**src/rtl/dm_dma.sv**
```systemverilog
// Background block copy / block fill engine driving the word-addressed data memory port.
// | state   | meaning                                          |
// | S_IDLE  | waiting for start; memory address/data hold      |
// | S_READ  | copy: present src_ptr, capture read data         |
// | S_WRITE | present dst_ptr with write enable and write data |
// | S_DONE  | one-cycle completion pulse, then back to idle    |
module dm_dma #(
  parameter int LEN_W = 11
) (
  input  logic             clock,
  input  logic             reset_n,
  input  logic             start,
  input  logic             op,
  input  logic [31:0]      src_addr,
  input  logic [31:0]      dst_addr,
  input  logic [LEN_W-1:0] length,
  input  logic [31:0]      fill_value,
  output logic             busy,
  output logic             done,
  output logic [LEN_W-1:0] words_done,
  output logic [31:0]      mem_address,
  output logic             mem_write,
  output logic [31:0]      mem_wdata,
  input  logic [31:0]      mem_rdata
);

  typedef enum logic [1:0] {S_IDLE, S_READ, S_WRITE, S_DONE} state_t;

  state_t           state;
  logic             op_q;
  logic [31:0]      fill_q;
  logic [31:0]      src_ptr;
  logic [31:0]      dst_ptr;
  logic [LEN_W-1:0] count;
  logic [31:0]      src_al;
  logic [31:0]      dst_al;
  logic             unused_addr_bits;

  assign src_al = {src_addr[31:2], 2'b00};
  assign dst_al = {dst_addr[31:2], 2'b00};
  assign unused_addr_bits = ^{src_addr[1:0], dst_addr[1:0]};

  // Outputs are registered one state ahead so they decode purely from flops;
  // mem_wdata doubles as the copy read buffer.
  always_ff @(posedge clock) begin
    if (!reset_n) begin
      state       <= S_IDLE;
      op_q        <= 1'b0;
      fill_q      <= '0;
      src_ptr     <= '0;
      dst_ptr     <= '0;
      count       <= '0;
      words_done  <= '0;
      busy        <= 1'b0;
      done        <= 1'b0;
      mem_address <= '0;
      mem_write   <= 1'b0;
      mem_wdata   <= '0;
    end else begin
      case (state)
        S_IDLE: begin
          busy      <= 1'b0;
          done      <= 1'b0;
          mem_write <= 1'b0;
          if (start) begin
            op_q       <= op;
            fill_q     <= fill_value;
            count      <= length;
            src_ptr    <= src_al;
            dst_ptr    <= dst_al;
            words_done <= '0;
            busy       <= 1'b1;
            if (length == '0) begin
              state <= S_DONE;
              done  <= 1'b1;
            end else if (op) begin
              state       <= S_WRITE;
              mem_address <= dst_al;
              mem_write   <= 1'b1;
              mem_wdata   <= fill_value;
            end else begin
              state       <= S_READ;
              mem_address <= src_al;
            end
          end
        end
        S_READ: begin
          src_ptr     <= src_ptr + 32'd4;
          state       <= S_WRITE;
          mem_address <= dst_ptr;
          mem_write   <= 1'b1;
          mem_wdata   <= mem_rdata;
        end
        S_WRITE: begin
          dst_ptr    <= dst_ptr + 32'd4;
          count      <= count - LEN_W'(1);
          words_done <= words_done + LEN_W'(1);
          if (count == LEN_W'(1)) begin
            state     <= S_DONE;
            mem_write <= 1'b0;
            done      <= 1'b1;
          end else if (op_q) begin
            mem_address <= dst_ptr + 32'd4;
            mem_wdata   <= fill_q;
          end else begin
            state       <= S_READ;
            mem_address <= src_ptr;
            mem_write   <= 1'b0;
          end
        end
        S_DONE: begin
          state <= S_IDLE;
          busy  <= 1'b0;
          done  <= 1'b0;
        end
        default: state <= S_IDLE;
      endcase
    end
  end

endmodule

```
**config.mk**
```make
export PLATFORM = sky130hd
export DESIGN_NAME = dm_dma
export DESIGN_NICKNAME = d
export VERILOG_FILES = /design/src/rtl/dm_dma.sv
export SDC_FILE = /design/constraint.sdc
export NUM_CORES = 1
export LEC_CHECK = 0
export CORE_ASPECT_RATIO = 1.2
export CORE_MARGIN = 2
export CORE_UTILIZATION = 55
export CTS_CLUSTER_DIAMETER = 60
export DETAILED_ROUTE_END_ITERATION = 7
export GPL_TIMING_DRIVEN = 1
export PLACE_DENSITY = 0.85
export RECOVER_POWER = 25
export SLEW_MARGIN = 20
export SYNTH_ARGS = -nofsm -noshare
export SYNTH_HDL_FRONTEND = slang
export SYNTH_SLANG_ARGS = --single-unit
export TNS_END_PERCENT = 10
```
**constraint.sdc**
```tcl
create_clock -name clock -period 4.1 [get_ports clock]
set_input_delay 0.82 -clock clock [delete_from_list [all_inputs] [get_ports clock]]
set_output_delay 0.82 -clock clock [all_outputs]
set_load 0.01 [all_outputs]
```
; Yosys cells after proc, flatten, opt, wreduce, memory -nomap -nowiden
; Index checks and enable logic that the tools add are counted.
[word_totals]
regBits = 188
out_inout_bits = 78
[classes]
n_mux = 38
add_sub_neg = 4
reduce_logical = 15
eq_ne = 11
[ops]
columns = op, count
row1 = two-way mux 32 bit, 12
row2 = case mux 32 bit (3 select lines), 2
row3 = case mux 32 bit (2 select lines), 2
row4 = "adder 32 x 3 -> 32 bit, second input constant", 2
row5 = case mux 11 bit (2 select lines), 2
row6 = two-way mux 11 bit, 2
row7 = "!= test 2 bit, second input constant", 6
row8 = AND reduction 2 bit, 6
row9 = "adder 11 x 1 -> 11 bit, second input constant", 1
row10 = "equality test 11 x 1 -> 1 bit, second input constant", 1
row11 = logical NOT 11 bit, 1
row12 = "subtractor 11 x 1 -> 11 bit, second input constant", 1
row13 = two-way mux 2 bit, 5
row14 = two-way mux 1 bit, 9
row15 = case mux 2 bit (4 select lines), 1
row16 = case mux 1 bit (3 select lines), 2
row17 = AND reduction 6 bit, 1
row18 = nonzero test 2 bit, 3
row19 = nonzero test 3 bit, 2
row20 = "equality test 2 bit, second input constant", 2
row21 = AND reduction 4 bit, 1
row22 = "!= test 3 bit, second input constant", 1
row23 = "equality test 2 x 1 -> 1 bit, second input constant", 1
row24 = logical NOT 2 bit, 1
row25 = case mux 1 bit (2 select lines), 1

; Longest topological paths before layout
; Gate-level depths: netlist (run 1).
[logic_depth]
word_depth = 4
mapped_depth = 10
ltp_nobuf = 7

; Least setup slack after synthesis (run 1)
; Ideal clock, no wire load.
[synth_path]
path_type = in2reg
from = input port op
to = register mem_address[30]
n_path_buf = 2
slack_ns = 1.839
required_time_ns = 3.963
setup_ns = 0.137
cell_stages = 6
t_arrival_ns = 2.124
path_cell_list = clkbuf_1 -> buf_1 -> mux2i_1 -> nor2_1 -> a311oi_1 -> a31oi_1
[synth_via]
elab_chain_len = 4
[synth_rtl]
columns = element, line
row1 = "start, declared", 13  ; input logic op,
row2 = two-way mux 32 bit, 76  ; end else if (op) begin
row3 = two-way mux 32 bit, 73  ; if (length == '0) begin
row4 = two-way mux 32 bit, 65  ; if (start) begin
row5 = case mux 32 bit (3 select lines), 60  ; case (state)
row6 = "end signal, assigned", 78  ; mem_address <= dst_al;
row7 = "end signal, assigned", 83  ; mem_address <= src_al;
row8 = "end signal, assigned", 90  ; mem_address <= dst_ptr;
row9 = "end, declared", 21  ; output logic [31:0] mem_address,
; No other way between the ends. The select of a mux whose other input is x is not followed.
; A chain may end at the register's enable or synchronous reset.

; Final worst setup path (run 1)
[layout_path]
from = input port start
to = register fill_q[22]
[layout_via]
elab_chain_len = 1
[layout_rtl]
columns = element, line
row1 = "start, declared", 12  ; input logic start,
row2 = AND reduction 2 bit (no line), --
row3 = "end signal, assigned", 67  ; fill_q <= fill_value;
row4 = "end, declared", 31  ; logic [31:0] fill_q;
; No other way between the ends.

==> out/qor.yml, run 1 <==
status: "complete, but fails checks"
violations: "max-capacitance violations, max-slew violations"
yosys_register_bits: 183
worstPathCellList: "dlygate4sd3_1 -> clkbuf_1 -> nand2_1 -> clkbuf_1 -> nand2_1 -> a21oi_1"
num_vias: 12400
fmax_mhz: 298
top_usage_layer: "met2"
synthAdderAreaFrac_pct: 1.15
yosysWarnings: 0
synthSimpleGateAreaFrac_pct: 24.3
cts.sinks: 183
die-width_um: 132
post-route-min-period_ps: 3350
yosysSeqAreaShare_pct: 33.8
start_kind: "input pin"
finalHoldViolCount: 0
post_cts_buffers: 0
final_cell_mix: "211 x nand2_1, 183 x dfxtp_1, 180 x clkdlybuf4s50_1"
grt_setup_unrepaired: "no"
via_per_inst: 6.67
worstPathArrival_ps: 3720
critical_path.endpoint_type: "flip-flop"
cts-resized-gates: 0
postSynthAreaPerCell_um2: 7.41
tightest_slew_ps: 1730
wl_per_cell_um: 21.1
slew_viol_final: 34
relSlewSlack_pct: -15.3
setup_ws_ps: 745
drive_gt1_share_pct: 6.02
cts_buffers: 17
synth_flop_cell: "dfxtp_1"
power_density_nw_per_um2: 668
global_route.usage.met1_pct: 42.5
design_area_um2: 13600
clock_skew_ps: 10.3
cp_max_fo: 33
slowest_stage: "clkbuf_1"
gp_congestion: 0.980
dpl-instance-area_um2: 13000
grt_pass1_wl_um: 60800
cap_violations: 1
totalWireLength_um: 39200
synth_xor_area_share_pct: 1.37
overflow: 0
clk_pin_slew_ps: 70
use_met2_pct: 59.6
dpl_worst_slack_ps: 872
die_height_um: 158
cts.hold.buffers_added: 0
synth_top_family_by_area: "compound AO/OA/AOI/OAI gates"
cts_tree: "built"
syn_inst: 1463
synth.distinct_cells: 75
finalCritPeriodShare_pct: 81.8
htreeDepth: 4
syn_nets: 1616
dp_hpwl_um: 26200
path_class: "in -> reg"
cpLargestDelayFamily: "buffers and inverters"
setup_violations: 0
synth_area_leaders: "dfxtp_1 34%, a21oi_1 7.4%, nand2_1 7.3%"
total_leakage_power_nw: 4.91
final_util_pct: 70.0
start_util_pct: 55.7
num_rows: 56
drtAntennaViolNets: 0
drtPass1Iterations: 7
layout_commonest_cell: "nand2_1"
root_buffer: "clkbuf_16"
synth_compound_gate_area_share_pct: 29.2
drc: 0
io_buffers: 216
yosys.area.top_type: "dfxtp_1"
ios: 221
worstPathBufferInverterCount: 3
clockBufferDepth: 2
required_ps: 4470
dieArea_um2: 20900
grt_pass1_vias: 11300
min_path_cells: 2
reg2reg_depth: 6
syn_to_final_growth_pct: 25.7
syn_area_um2: 10800
antenna_found_initial: 1
met3_usage_pct: 8.61
n_fill_cell: 1644
async_flop_share_pct: 0
muxShareOfSynthArea_pct: 4.32
slowest_delay_ps: 1290
tns_ps: 0
hold_slack_ps: 452
grt_usage_pct: 36.5
crit_cells: 6
drt_iter0_markers: 1561
min_path_type: "reg -> reg"
synth_edf_count: 0
grt_max_degree: 68
synth_top_area_share_pct: 33.8
clock_latency_ps: 440
ir_drop_mv: 0.449
core-area_um2: 19500
nets: 1735
[layout make-up]
| cell class | count | area [µm²] | area share [%] |
|---|---|---|---|
| Timing Repair Buffer | 240 | 2320 | 17.0 |
| Antenna cell | 1 | 2.50 | 0.0184 |
| Sequential cell | 183 | 3660 | 26.9 |
| Clock inverter | 15 | 208 | 1.52 |
| Tap cell | 261 | 327 | 2.39 |
| Multi-Input combinational cell | 1113 | 6580 | 48.3 |
| Inverter | 27 | 103 | 0.752 |
| Clock buffer | 17 | 425 | 3.12 |
[routing by layer]
| metal | vias up | routed length, µm |
|---|---|---|
| met5 | - | 0 |
| li1 | 5610 | - |
| met4 | 0 | 2990 |
| met2 | 845 | 17900 |
| met1 | 5740 | 14100 |
| met3 | 189 | 4270 |
[flip-flops by register name, indices dropped and copies added (netlist names)]
| name | count |
|---|---|
| mem_wdata | 32 |
| src_ptr | 30 |
| op_q | 1 |
| state | 2 |
| busy | 1 |
| done | 1 |
| count | 11 |
| mem_address | 31 |
| mem_write | 1 |
| words_done | 11 |
| fill_q | 32 |
| dst_ptr | 30 |
[worst paths after layout]
check,start,endpoint,slack (ps)
setup / recovery,start,fill_q[22],750
hold / removal,mem_wdata[29],mem_wdata[29],450
setup reg to reg,state[0],mem_address[9],1020
hold reg to reg,mem_wdata[29],mem_wdata[29],450
[worst reg2reg max path, delay by kind of cell, from the launching register on]
kind                       cells  cell delay (ps)
and+or+nand+nor                1              580
AOI/OAI and AO/OA              2              370
DFF                            1              470
buffers and inverters          2              850
adders and majority gates      1              730
[through the flow]
step	power [W]	std cells
6_report	0.00911	1857
3_3_place_gp	0.00715	1824
3_5_place_dp	0.00727	1824
5_1_grt	0.00959	1856
2_1_floorplan	0.00557	1463
4_1_cts	0.00908	1856
[where the power goes]
part	switching, W	internal [W]	total (W)
clock	0.000813	0.000988	0.00180
combinational	0.00246	0.00167	0.00413
sequential	0.000736	0.00244	0.00318
[synth_stat cells (4+ instances only)]
cell type / n
dfxtp_1: 183
nor3b_1: 5
and2_1: 12
nor2b_1: 15
and4b_1: 4
mux2_2: 6
a2bb2oi_1: 5
nand2b_1: 5
a41oi_1: 4
a22oi_1: 39
a211oi_1: 9
a31oi_1: 44
o22ai_1: 17
nand4_1: 21
and3_1: 21
or3_1: 8
o211ai_1: 45
o32ai_1: 5
buf_2: 12
nor4_1: 13
mux2i_1: 40
ha_1: 10
o221ai_1: 6
o31ai_1: 10
o2bb2ai_1: 4
buf_1: 20
a221oi_1: 7
o221a_2: 9
a21oi_1: 161
nand3_1: 62
nor2_1: 100
nor3_1: 35
o21a_1: 7
clkbuf_1: 106
nand2_1: 211
or4_1: 7
xor2_1: 8
xnor2_1: 9
a311oi_1: 4
o21ai_0: 88
inv_1: 26
[logic make-up after synthesis]
group	Yosys count
adder cells (fa/ha/maj)	10
buffers and inverters	167
flip-flops	183
AND/OR/NAND/NOR	543
AO/OA/AOI/OAI	497
XOR/XNOR	17
multiplexers	46
Note: power is estimated with default switching activity, not from simulation.
==> inputs of run 2 (changes only) <==
--- a/config.mk
+++ b/config.mk
@@ -7,11 +7,11 @@
 export LEC_CHECK = 0
 export CORE_ASPECT_RATIO = 1.2
 export CORE_MARGIN = 2
-export CORE_UTILIZATION = 55
+export CORE_UTILIZATION = 52
 export CTS_CLUSTER_DIAMETER = 60
 export DETAILED_ROUTE_END_ITERATION = 7
 export GPL_TIMING_DRIVEN = 1
-export PLACE_DENSITY = 0.85
+export PLACE_DENSITY = 0.81
 export RECOVER_POWER = 25
 export SLEW_MARGIN = 20
 export SYNTH_ARGS = -nofsm -noshare
==> constraint.sdc (replaced) <==
create_clock -name clock -period 3.3 [get_ports clock]
set_input_delay 0.66 -clock clock [delete_from_list [all_inputs] [get_ports clock]]
set_output_delay 0.66 -clock clock [all_outputs]
set_load 0.01 [all_outputs]
==> run 2 against run 1 <==
  * The flow now finishes without violations
  * Clock power up 21%
  * Power up 24%
  * Clock skew up 1.6 ps
  * Worst setup slack worse by 120 ps
  * Core utilization down 2.2 points
  * Critical path type is now reg -> reg
  * Largest power group unchanged
  * Largest cell class unchanged
  * First-iteration DRC count down 12%
  * Global-route usage down 1.9 points
==> out/qor.yml, run 2 (synthesis gave the netlist of run 1 again) <==
status: "finished clean"
reg2reg_depth: 6
overflow: 0
ir_drop_mv: 0.445
root_buffer: "clkbuf_16"
clock_skew_ps: 11.9
final_cell_mix: "211 x nand2_1, 183 x dfxtp_1, 160 x a21oi_1"
tightest_slew_ps: 808
syn_to_final_growth_pct: 27.1
ios: 221
cts-resized-gates: 0
power_w: 0.0113
gp_congestion: 0.965
slew_viol_final: 0
htreeDepth: 4
cts_buffers: 17
cts.hold.buffers_added: 0
antenna_found_initial: 0
slowest_stage: "nor4_2"
grt_usage_pct: 34.6
drtAntennaViolNets: 0
dpl-instance-area_um2: 13200
fin_cells: 1871
wl_per_cell_um: 20.6
via_per_inst: 6.53
n_fill_cell: 1738
num_rows: 57
min_path_type: "reg -> reg"
fmax_mhz: 374
start_util_pct: 53.4
rrSetupSlack_ps: 620
finalHoldViolCount: 0
start_kind: "flip-flop"
io_buffers: 216
cpLargestDelayFamily: "simple AND/OR/NAND/NOR gates"
tns_ps: 0
grt_max_degree: 100
cap_violations: 0
drc: 0
reg2reg_to: "mem_address[24]"
slowest_delay_ps: 590
die-width_um: 136
grt_setup_unrepaired: "no"
clockBufferDepth: 2
worstPathCellList: "ha_1 -> nand3_1 -> nor4_2 -> mux2_2 -> a21oi_1 -> a21oi_1"
clk_pin_slew_ps: 80
total_leakage_power_nw: 5.06
die_height_um: 162
clock_latency_ps: 450
cts.sinks: 183
grt_pass1_wl_um: 60300
cp_max_fo: 13
num_vias: 12200
crit_cells: 6
totalWireLength_um: 38600
setup_violations: 0
required_ps: 3600
cts_tree: "built"
finalCritPeriodShare_pct: 81.1
drt_iter0_markers: 1380
power_density_nw_per_um2: 817
dp_hpwl_um: 26500
cp_common_cell: "a21oi_1"
crit_start: "dst_ptr[2]"
design_area_um2: 13800
post_cts_buffers: 0
path_class: "reg -> reg"
dieArea_um2: 22000
layout_commonest_cell: "nand2_1"
dpl.cell_count: 1838
min_path_cells: 2
r2r_start: "dst_ptr[2]"
post-route-min-period_ps: 2680
worstPathArrival_ps: 2970
hold_slack_ps: 452
drtPass1Iterations: 8
drive_gt1_share_pct: 6.67
relSlewSlack_pct: 46.2
critical_path.endpoint_type: "flip-flop"
crit_end: "mem_address[24]"
reg_top3: "fill_q x32, mem_wdata x32, mem_address x31"
worstPathBufferInverterCount: 0
nets: 1745
core-area_um2: 20300
grt_pass1_vias: 11400
run 2: cell types whose count changed in the layout (fill, tap and decap cells not counted), sizes merged:
cell and delta:
clkdlybuf4s50 -28, dlygate4sd3 +28, buf +11, clkinv +6
bufinv -2, clkinvlp -2, inv -2, clkbuf -1
run 2: through the flow:
step                utilization, %  setup WS (ps)
CTS                           67.8            699
floorplan                        -           1200
global placement              64.7            487
detailed placement            64.7            448
finish                        67.8            624
global route                  67.8            444
run 2: layer usage:
metal / part of all wire [%] / routed length [µm] / up-vias / track usage, %
met1: 37 / 14100 / 5627 / 41.6
met2: 45 / 17300 / 758 / 53.9
met5: 0 / 0 / - / 0
met4: 7.9 / 3050 / 0 / 25.5
li1: - / - / 5640 / -
met3: 11 / 4060 / 185 / 7.65
run 2: final cells by class:
type	instances	area [µm²]	area share (%)
inverter	27	103	0.744
antenna	1	2.50	0.0181
multi-input combinational	1113	6590	47.8
clock buffer	17	425	3.09
tap	265	332	2.40
timing repair buffer	250	2470	17.9
sequential	183	3660	26.6
clock inverter	15	205	1.49
run 2: worst min path at each step:
stage,start,to
2_1_floorplan,fill_q[0],fill_q[0]
3_3_place_gp,fill_q[25],fill_q[25]
3_5_place_dp,mem_wdata[21],mem_wdata[21]
4_1_cts,mem_wdata[15],mem_wdata[15]
5_1_grt,mem_wdata[11],mem_wdata[11]
6_report,mem_wdata[15],mem_wdata[15]
run 2: power by group:
group,switching [W],internal (W)
Combinational,0.00307,0.00211
Clock,0.00106,0.00110
Sequential,0.000887,0.00304
Total,0.00502,0.00625
run 2: worst reg2reg max path: cells and delay by family, from the launching register on:
| family | cells | cell delay [ps] |
|---|---|---|
| mux | 1 | 390 |
| compound gates | 2 | 290 |
| simple gates | 2 | 1040 |
| flops | 1 | 510 |
| fa+ha+maj | 1 | 300 |
==> inputs of run 3 (changes only) <==
--- a/config.mk
+++ b/config.mk
@@ -7,11 +7,11 @@
 export LEC_CHECK = 0
 export CORE_ASPECT_RATIO = 1.2
 export CORE_MARGIN = 2
-export CORE_UTILIZATION = 52
+export CORE_UTILIZATION = 47
 export CTS_CLUSTER_DIAMETER = 60
 export DETAILED_ROUTE_END_ITERATION = 7
 export GPL_TIMING_DRIVEN = 1
-export PLACE_DENSITY = 0.81
+export PLACE_DENSITY = 0.77
 export RECOVER_POWER = 25
 export SLEW_MARGIN = 20
 export SYNTH_ARGS = -nofsm -noshare
==> constraint.sdc (replaced) <==
create_clock -name clock -period 2.36 [get_ports clock]
set_input_delay 0.472 -clock clock [delete_from_list [all_inputs] [get_ports clock]]
set_output_delay 0.472 -clock clock [all_outputs]
set_load 0.01 [all_outputs]
==> run 3 against run 2 <==
  * Die area increased by 10%
  * Sequential cell count unchanged
  * Fmax increased by 18%
  * Non-clock buffer count increased by 68
  * Combinational power increased by 55%
  * Hold slack improved by 2.7 ps
  * Core utilization decreased by 4.1 points
  * Sequential power increased by 36%
  * Sequential share of layout area decreased by 1.1 points
  * Cell count increased by 4.3%
  * First-iteration DRC count decreased by 17%
  * Worst setup slack got worse by 520 ps
  * Largest cell class unchanged
==> out/qor.yml, run 3 (synthesis gave the netlist of run 1 again) <==
post-route-min-period_ps: 2260
start_util_pct: 48.1
critical_path.endpoint_type: "flip-flop"
rrSetupSlack_ps: 100
path_class: "reg -> reg"
crit_start: "src_ptr[3]"
antenna_found_initial: 0
num_vias: 12300
cts_tree: "built"
overflow: 0
grt_usage_pct: 32.7
die-width_um: 143
finalHoldViolCount: 0
dp_hpwl_um: 28500
die_height_um: 170
grt_pass1_wl_um: 62800
drtAntennaViolNets: 0
start_kind: "flip-flop"
reg_top3: "fill_q x32, mem_wdata x32, mem_address x31"
cts.hold.buffers_added: 0
r2r_start: "src_ptr[3]"
drtPass1Iterations: 6
slew_viol_final: 0
required_ps: 2670
power_density_nw_per_um2: 1130
ir_drop_mv: 0.680
cp_max_fo: 12
grt_max_degree: 74
ios: 221
cap_violations: 0
wl_per_cell_um: 20.7
clock_latency_ps: 440
clk_pin_slew_ps: 80
gp_congestion: 0.983
cts_buffers: 17
totalWireLength_um: 40400
layout_commonest_cell: "nand2_1"
worstPathArrival_ps: 2570
min_path_type: "reg -> reg"
via_per_inst: 6.32
setup_ws_ps: 100
setup_violations: 0
nets: 1813
htreeDepth: 4
fmax_mhz: 443
grt_setup_unrepaired: "no"
final_cell_mix: "211 x nand2_1, 183 x dfxtp_1, 160 x a21oi_1"
post_cts_buffers: 0
crit_end: "src_ptr[14]"
relSlewSlack_pct: 56.0
n_antenna_cell: 0
core-area_um2: 22500
num_rows: 60
drc: 0
tns_ps: 0
reg2reg_to: "src_ptr[14]"
reg2reg_depth: 6
power_w: 0.0163
n_fill_cell: 1955
dpl_worst_slack_ps: 32.4
clock_skew_ps: 14.0
cts.sinks: 183
syn_to_final_growth_pct: 32.4
drt_iter0_markers: 1148
cts-resized-gates: 0
clockBufferDepth: 2
total_leakage_power_nw: 5.42
tightest_slew_ps: 659
finalCritPeriodShare_pct: 95.7
status: "finished clean"
grt_pass1_vias: 11600
root_buffer: "clkbuf_16"
io_buffers: 216
drive_gt1_share_pct: 10.5
dieArea_um2: 24300
[run 3: cell count changes in the layout (fill, tap and decap cells not counted), sizes merged]
cell and change:
dlygate4sd3 +1, clkbuf -1, bufinv -1, clkdlybuf4s50 -1
clkinv -5, clkinvlp +1, buf +69, inv +5
diode -1
[run 3: how the worst min path moves through the flow]
stage | depth (start not counted) | slack, ps | startpoint | end
after detailed placement | 2 | 450 | mem_wdata[17] | mem_wdata[17]
after CTS | 2 | 450 | reset_n | mem_address[7]
after floorplan | 2 | 440 | fill_q[0] | fill_q[0]
final | 2 | 450 | mem_wdata[29] | mem_wdata[29]
after global placement | 2 | 440 | mem_wdata[21] | mem_wdata[21]
after global routing | 2 | 480 | mem_wdata[8] | mem_wdata[8]
[run 3: area by class of cell]
type	count	area (µm²)	share of cell area, %
repair buffers	318	3060	21.3
inverters	27	104	0.723
clock inverters	15	175	1.22
flip-flops and latches	183	3660	25.5
well taps	279	349	2.43
multi-input cells	1113	6590	45.9
clock buffers	17	425	2.96
[run 3: report_power, final]
group | internal (W) | switching (W)
clock network | 0.00144 | 0.00149
registers | 0.00425 | 0.00110
logic | 0.00342 | 0.00460
total | 0.00910 | 0.00719
[run 3: worst max-delay path, cell delays in order, from the launching register on]
cell,delay [ps]
dfxtp_1,420
ha_1,220
and3_1,230
and3_1,520
and3_1,260
mux2i_1,80
a2111oi_0,400
[run 3: metal layers]
metal / track usage, % / wire [µm] / vias to the layer above
met5: 0 / 0 / -
met4: 20.0 / 2760 / 0
met3: 7.88 / 3570 / 152
met2: 52.7 / 18600 / 706
met1: 39.4 / 15400 / 5705
li1: - / - / 5773
[run 3: metrics by stage]
stage          cell area [µm²]  cells  util, %  hold slack, ps
6_report                 14400   1952     63.8             455
3_5_place_dp             13800   1920     61.1             449
4_1_cts                  14400   1952     63.8             451
5_1_grt                  14400   1952     63.8             476
2_1_floorplan            10800   1463        -             437
3_3_place_gp             13800   1920     61.1             442
